--- config.mk ---
export PLATFORM = sky130hd
export DESIGN_NAME = arc4_crack_ctrl
export DESIGN_NICKNAME = d
export VERILOG_FILES = /design/src/rtl/arc4_crack_ctrl.sv
export SDC_FILE = /design/constraint.sdc
export NUM_CORES = 1
export LEC_CHECK = 0
export CORE_UTILIZATION = 49
export DETAILED_ROUTE_END_ITERATION = 7
export GPL_ROUTABILITY_DRIVEN = 0
export PLACE_DENSITY_LB_ADDON = 0.25
export SYNTH_ARGS = -nofsm -noshare
export SYNTH_HDL_FRONTEND = slang
export SYNTH_SLANG_ARGS = --single-unit
--- constraint.sdc ---
create_clock -name CLOCK_50 -period 3.5 [get_ports CLOCK_50]
set_input_delay 1.05 -clock CLOCK_50 [delete_from_list [all_inputs] [get_ports CLOCK_50]]
set_output_delay 1.05 -clock CLOCK_50 [all_outputs]
set_load 0.005 [all_outputs]
--- src/rtl/arc4_crack_ctrl.sv ---
// -----------------------------------------------------------------------------
// arc4_crack_ctrl
//  Brute-force key-search sequencer for one ARC4 decryption core. Walks a
//  24-bit key from KEY_START in KEY_STEP increments up to KEY_LAST, launches
//  arc4 once per key through its rdy/en handshake, then scans the
//  length-prefixed plaintext in pt_mem for an all-printable (0x20..0x7E)
//  message. It stops on the first hit or when the range is exhausted.
//
// Ports
//  CLOCK_50      system clock
//  rst_n         synchronous active-low reset (shared with arc4)
//  start         begins a search when idle; ignored while busy
//  busy          high from accepted start until done
//  done          search finished; held until the next start or reset
//  key_valid     with done: 1 = key found, 0 = range exhausted
//  key_found     key under test / final key
//  a4_en         one-cycle launch pulse to arc4
//  a4_rdy        arc4 ready
//  a4_key        key presented to arc4; changes only between attempts
//  a4_pt_*       arc4 plaintext-memory port, passed through when not scanning
//  pt_*          plaintext-memory port (1-cycle read latency)
// -----------------------------------------------------------------------------
module arc4_crack_ctrl #(
    parameter logic [23:0] KEY_START = 24'h000000,
    parameter int unsigned KEY_STEP  = 1,
    parameter logic [23:0] KEY_LAST  = 24'hFFFFFF
) (
    input  logic        CLOCK_50,
    input  logic        rst_n,
    input  logic        start,
    output logic        busy,
    output logic        done,
    output logic        key_valid,
    output logic [23:0] key_found,
    output logic        a4_en,
    input  logic        a4_rdy,
    output logic [23:0] a4_key,
    input  logic [7:0]  a4_pt_addr,
    input  logic [7:0]  a4_pt_wrdata,
    input  logic        a4_pt_wren,
    output logic [7:0]  pt_addr,
    output logic [7:0]  pt_wrdata,
    output logic        pt_wren,
    input  logic [7:0]  pt_rddata
);

    localparam int unsigned KEY_W  = 24;
    localparam int unsigned KEY_NW = KEY_W + 1;
    localparam int unsigned ADDR_W = 8;
    localparam int unsigned DATA_W = 8;

    localparam logic [DATA_W-1:0] PRINT_LO = 8'h20;
    localparam logic [DATA_W-1:0] PRINT_HI = 8'h7E;

    typedef enum logic [3:0] {
        IDLE,
        LAUNCH,
        WAIT_BUSY,
        WAIT_DONE,
        RD_LEN,
        SCAN,
        REJECT,
        FOUND,
        FAIL
    } state_t;

    state_t              state_q;
    logic [KEY_W-1:0]    key_q;
    logic                busy_q;
    logic                done_q;
    logic                valid_q;
    logic                en_q;
    logic                len_phase_q;
    logic [ADDR_W-1:0]   addr_q;
    logic [ADDR_W-1:0]   idx_q;
    logic [ADDR_W-1:0]   len_q;

    logic [KEY_NW-1:0]   key_next;
    logic                range_end;
    logic                byte_ok;

    // Next key computed one bit wider so a 24-bit wrap also ends the range.
    assign key_next  = {1'b0, key_q} + KEY_NW'(KEY_STEP);
    assign range_end = key_next > {1'b0, KEY_LAST};
    assign byte_ok   = (pt_rddata >= PRINT_LO) && (pt_rddata <= PRINT_HI);

    // Search sequencer.
    always_ff @(posedge CLOCK_50) begin
        if (!rst_n) begin
            state_q     <= IDLE;
            key_q       <= KEY_START;
            busy_q      <= 1'b0;
            done_q      <= 1'b0;
            valid_q     <= 1'b0;
            en_q        <= 1'b0;
            len_phase_q <= 1'b0;
            addr_q      <= '0;
            idx_q       <= '0;
            len_q       <= '0;
        end else begin
            en_q <= 1'b0;
            case (state_q)
                IDLE: begin
                    if (start) begin
                        key_q   <= KEY_START;
                        done_q  <= 1'b0;
                        valid_q <= 1'b0;
                        busy_q  <= 1'b1;
                        state_q <= LAUNCH;
                    end
                end
                LAUNCH: begin
                    if (a4_rdy) begin
                        en_q    <= 1'b1;
                        state_q <= WAIT_BUSY;
                    end
                end
                WAIT_BUSY: begin
                    // rdy still reads high during the en cycle itself.
                    if (!a4_rdy) begin
                        state_q <= WAIT_DONE;
                    end
                end
                WAIT_DONE: begin
                    if (a4_rdy) begin
                        addr_q      <= '0;
                        len_phase_q <= 1'b0;
                        state_q     <= RD_LEN;
                    end
                end
                RD_LEN: begin
                    if (!len_phase_q) begin
                        // Address 0 is in flight; start fetching byte 1 already.
                        len_phase_q <= 1'b1;
                        addr_q      <= ADDR_W'(1);
                    end else begin
                        len_q   <= pt_rddata;
                        idx_q   <= ADDR_W'(1);
                        addr_q  <= ADDR_W'(2);
                        state_q <= (pt_rddata == '0) ? REJECT : SCAN;
                    end
                end
                SCAN: begin
                    // pt_rddata holds byte idx_q; address idx_q+1 is in flight.
                    if (!byte_ok) begin
                        state_q <= REJECT;
                    end else if (idx_q == len_q) begin
                        state_q <= FOUND;
                    end else begin
                        idx_q  <= idx_q + ADDR_W'(1);
                        addr_q <= addr_q + ADDR_W'(1);
                    end
                end
                REJECT: begin
                    if (range_end) begin
                        state_q <= FAIL;
                    end else begin
                        key_q   <= key_next[KEY_W-1:0];
                        state_q <= LAUNCH;
                    end
                end
                FOUND: begin
                    done_q  <= 1'b1;
                    valid_q <= 1'b1;
                    busy_q  <= 1'b0;
                    state_q <= IDLE;
                end
                FAIL: begin
                    done_q  <= 1'b1;
                    valid_q <= 1'b0;
                    busy_q  <= 1'b0;
                    state_q <= IDLE;
                end
                default: begin
                    busy_q  <= 1'b0;
                    state_q <= IDLE;
                end
            endcase
        end
    end

    // Plaintext-memory port: ours while reading, arc4's otherwise.
    always_comb begin
        pt_addr   = a4_pt_addr;
        pt_wrdata = a4_pt_wrdata;
        pt_wren   = a4_pt_wren;
        if ((state_q == RD_LEN) || (state_q == SCAN)) begin
            pt_addr = addr_q;
            pt_wren = 1'b0;
        end
    end

    assign busy      = busy_q;
    assign done      = done_q;
    assign key_valid = valid_q;
    assign key_found = key_q;
    assign a4_en     = en_q;
    assign a4_key    = key_q;

endmodule

==> run_results.csv <==
group,metric,value,unit
die,die_h,88.5,um
sta,hold_slack,0.524,ns
global_route,grt-ovfl-total,0,
placement,dp_hpwl,6460,um
power,power_density,474,nW/um^2
sta,hold_viol_final,0,
clock_tree,numCtsBuffers,9,
setup_path,r2r-end,"a4_key[23]",
die,dieArea,7830,sq um
clock_tree,cts_max_level,3,
die,start_util,0.505,
sta,worst_slew_margin_rel,0.493,
hold_path,worstHoldPathType,"flip-flop to flip-flop",
yosys,synth_fa_ha_area_frac,0.0137,
die,io_pins,98,
placement,place_inst,599,
detailed_routing,drt-total-wl,9220,um
status,status,"finished clean",
power,ir_worst_vdd,301,uV
die,coreArea,7250,sq um
placement,port_buffers,81,
clock_tree,cts.sinks,57,
setup_path,crit_type,"primary input to output pin",
clock_tree,root_buffer,"clkbuf_8",
final_layout,layout_common_cells,"clkdlybuf4s50_1, nand2_1, dfxtp_1",
sta,setup-violations-final,0,
setup_path,crit_chain,"clkdlybuf4s50_1, nand2_1, o21ai_0, clkdlybuf4s50_1",
final_layout,layout_commonest_cell,"clkdlybuf4s50_1",
power,p_sw,664,uW
global_route,grt_max_degree,22,
setup_path,cp-startpoint,"a4_pt_addr[0]",
setup_path,cp_slowest_cell,"clkdlybuf4s50_1",
clock_tree,cts.clk_slew.worst_paths,0.06,ns
sta,tightest_slew,0.751,ns
yosys,synth_xor_area_frac,0.0597,
placement,dp_slack,0.305,ns
power,comb_power_share,0.278,
detailed_routing,vias,3532,
sta,min_period,3.19,ns
global_route,grt_antenna_before_repair,0,
sta,period_share,0.912,
global_route,grt_pass1_vias,3110,
final_layout,fin_nets,544,
global_route,grt_pass1_wl,14600,um
setup_path,rr_worst_depth,9,
setup_path,critPathMaxFanout,1,
yosys,ys_ff_latch,57,
setup_path,r2r_start,"a4_key[0]",
yosys,syn-instance-count,464,
detailed_routing,post_drt_via_cell_ratio,5.74,
flow_run,max-cap-violations,0,
clock_tree,cts-resized-gates,0,
yosys,synth.mux.area_fraction,0.0355,
clock_tree,worstSkewPairLatency,0.34,ns
final_layout,areaGrowthSynthToFinish,25.1,%
yosys,synthSimpleGateAreaFrac,0.297,
yosys,async_flop_share,0,
sta,timing.final.max_slew_violations,0,
sta,clock.fmax,313,MHz
clock_tree,cts_setup_buffers,0,
final_layout,finalNonFillerCells,615,
sta,tns,0,ns
global_route,grt_usage,0.238,
die,dieWidth,88.5,um
setup_path,startpoint_type,"primary input",
yosys,syn_nets,497,
sta,rsz0062_at_grt,"false",
detailed_routing,avgRoutedWirePerCell,15.0,um
clock_tree,clockBufferDepth,2,
power,seqPwrFrac,0.346,
setup_path,end_kind,"output pin",
final_layout,drive_gt1_frac,0.0795,
yosys,synth_ff_type,"dfxtp_1",
clock_tree,tritoncts,"done",
sta,setup_ws,0.308,ns
detailed_routing,drtAntennaViolNets,0,
detailed_routing,drcViolationCount,0,
yosys,synth_top_family_by_area,"simple AND/OR/NAND/NOR gates",
power,p_sw_frac,0.306,
final_layout,antennaDiodeCount,0,
yosys,syn_avg_cell_area,7.90,sq um
yosys,ys_seq_area_frac,0.311,
setup_path,worstPathArrival,2.14,ns
sta,final.setup_skew,0.0107,ns
setup_path,crit_path_end,"pt_addr[0]",
setup_path,r2r_setup_slack,0.42,ns
yosys,synth_edf_count,0,
detailed_routing,firstDrtPassIters,5,
detailed_routing,drt_iter0_markers,412,
setup_path,crit_top_cell,"clkdlybuf4s50_1",
power,intPower,1510,uW
setup_path,crit_path_max_incr_delay,0.52,ns
clock_tree,cts_hold_buf,0,
yosys,synth_compound_area_frac,0.180,
yosys,syn_area,3660,sq um
yosys,ys.warnings.count,0,
setup_path,required,2.45,ns
yosys,yosysUniqueCellTypes,59,
power,p_clk_frac,0.376,
die,rows,31,
power,p_leak,0.00178,uW
[sequential cells by signal, summed over array words and instances, names as in the netlist]
name and count:
a4_key 24, state_q 4, addr_q 8, done 1, key_valid 1, a4_en 1
len_q 8, len_phase_q 1, busy 1, idx_q 8
[cells by family (layout without fill, tap and decap cells)]
family                     count (synthesis)  after routing
and+or+nand+nor                          202            202
AOI/OAI and AO/OA                        100            100
buffers and inverters                     63            115
DFF                                       57             57
xor gates and xnor gates                  25             25
muxes                                     13             13
adders and majority gates                  4              4
[critical path: cells and delay by family]
| family | cells | cell delay, ns |
|---|---|---|
| AO/OA/AOI/OAI | 1 | 0.08 |
| buffers and inverters | 2 | 0.97 |
| AND/OR/NAND/NOR | 1 | 0.04 |
[how the worst min path moves through the flow]
stage,cells past startpoint,slack [ns],end,start
2_1_floorplan,2,0.48,idx_q[1],idx_q[1]
3_3_place_gp,2,0.49,idx_q[1],idx_q[1]
3_5_place_dp,2,0.51,addr_q[7],addr_q[7]
4_1_cts,2,0.52,idx_q[1],idx_q[1]
5_1_grt,2,0.56,busy,busy
6_report,2,0.52,idx_q[1],idx_q[1]
[synthesized netlist by cell type, types with 10 or more instances]
master	count	area, sq um
a21oi_1	17	85.1
and3_1	10	62.6
buf_4	33	248
clkbuf_1	11	41.3
dfxtp_1	57	1140
mux2i_1	13	130
nand2_1	58	218
nand3_1	31	155
nor2_1	31	116
nor2b_1	12	75.1
o21ai_0	25	125
o31ai_1	11	82.6
xor2_1	16	140
[through the flow]
stage,power [uW],util,area (sq um)
after floorplan,1160,-,3660
after global placement,1360,0.596,4330
after detailed placement,1360,0.596,4330
after CTS,2170,0.632,4580
after global routing,2280,0.632,4580
final,2170,0.632,4580
[power by group through the flow]
stage | Sequential (uW) | Clock [uW] | Combinational (uW)
after global routing | 759 | 852 | 674
final | 753 | 816 | 604
after floorplan | 736 | 0 | 426
after detailed placement | 765 | 0 | 598
after global placement | 764 | 0 | 593
after CTS | 750 | 822 | 602
[final cells by class]
type	instances	area [sq um]
timing repair buffer	90	878
multi-input combinational	344	2150
tap	99	124
inverter	9	33.8
clock inverter	6	130
fill	650	2670
clock buffer	10	128
sequential	57	1140
[routing by layer]
layer | GRT usage | vias up | routed length [um]
met5 | 0 | - | 0
met4 | 0.0953 | 0 | 106
met3 | 0.0392 | 12 | 628
met2 | 0.362 | 143 | 4100
met1 | 0.334 | 1641 | 4380
li1 | - | 1736 | -
Note: power is estimated with default switching activity, not from simulation.
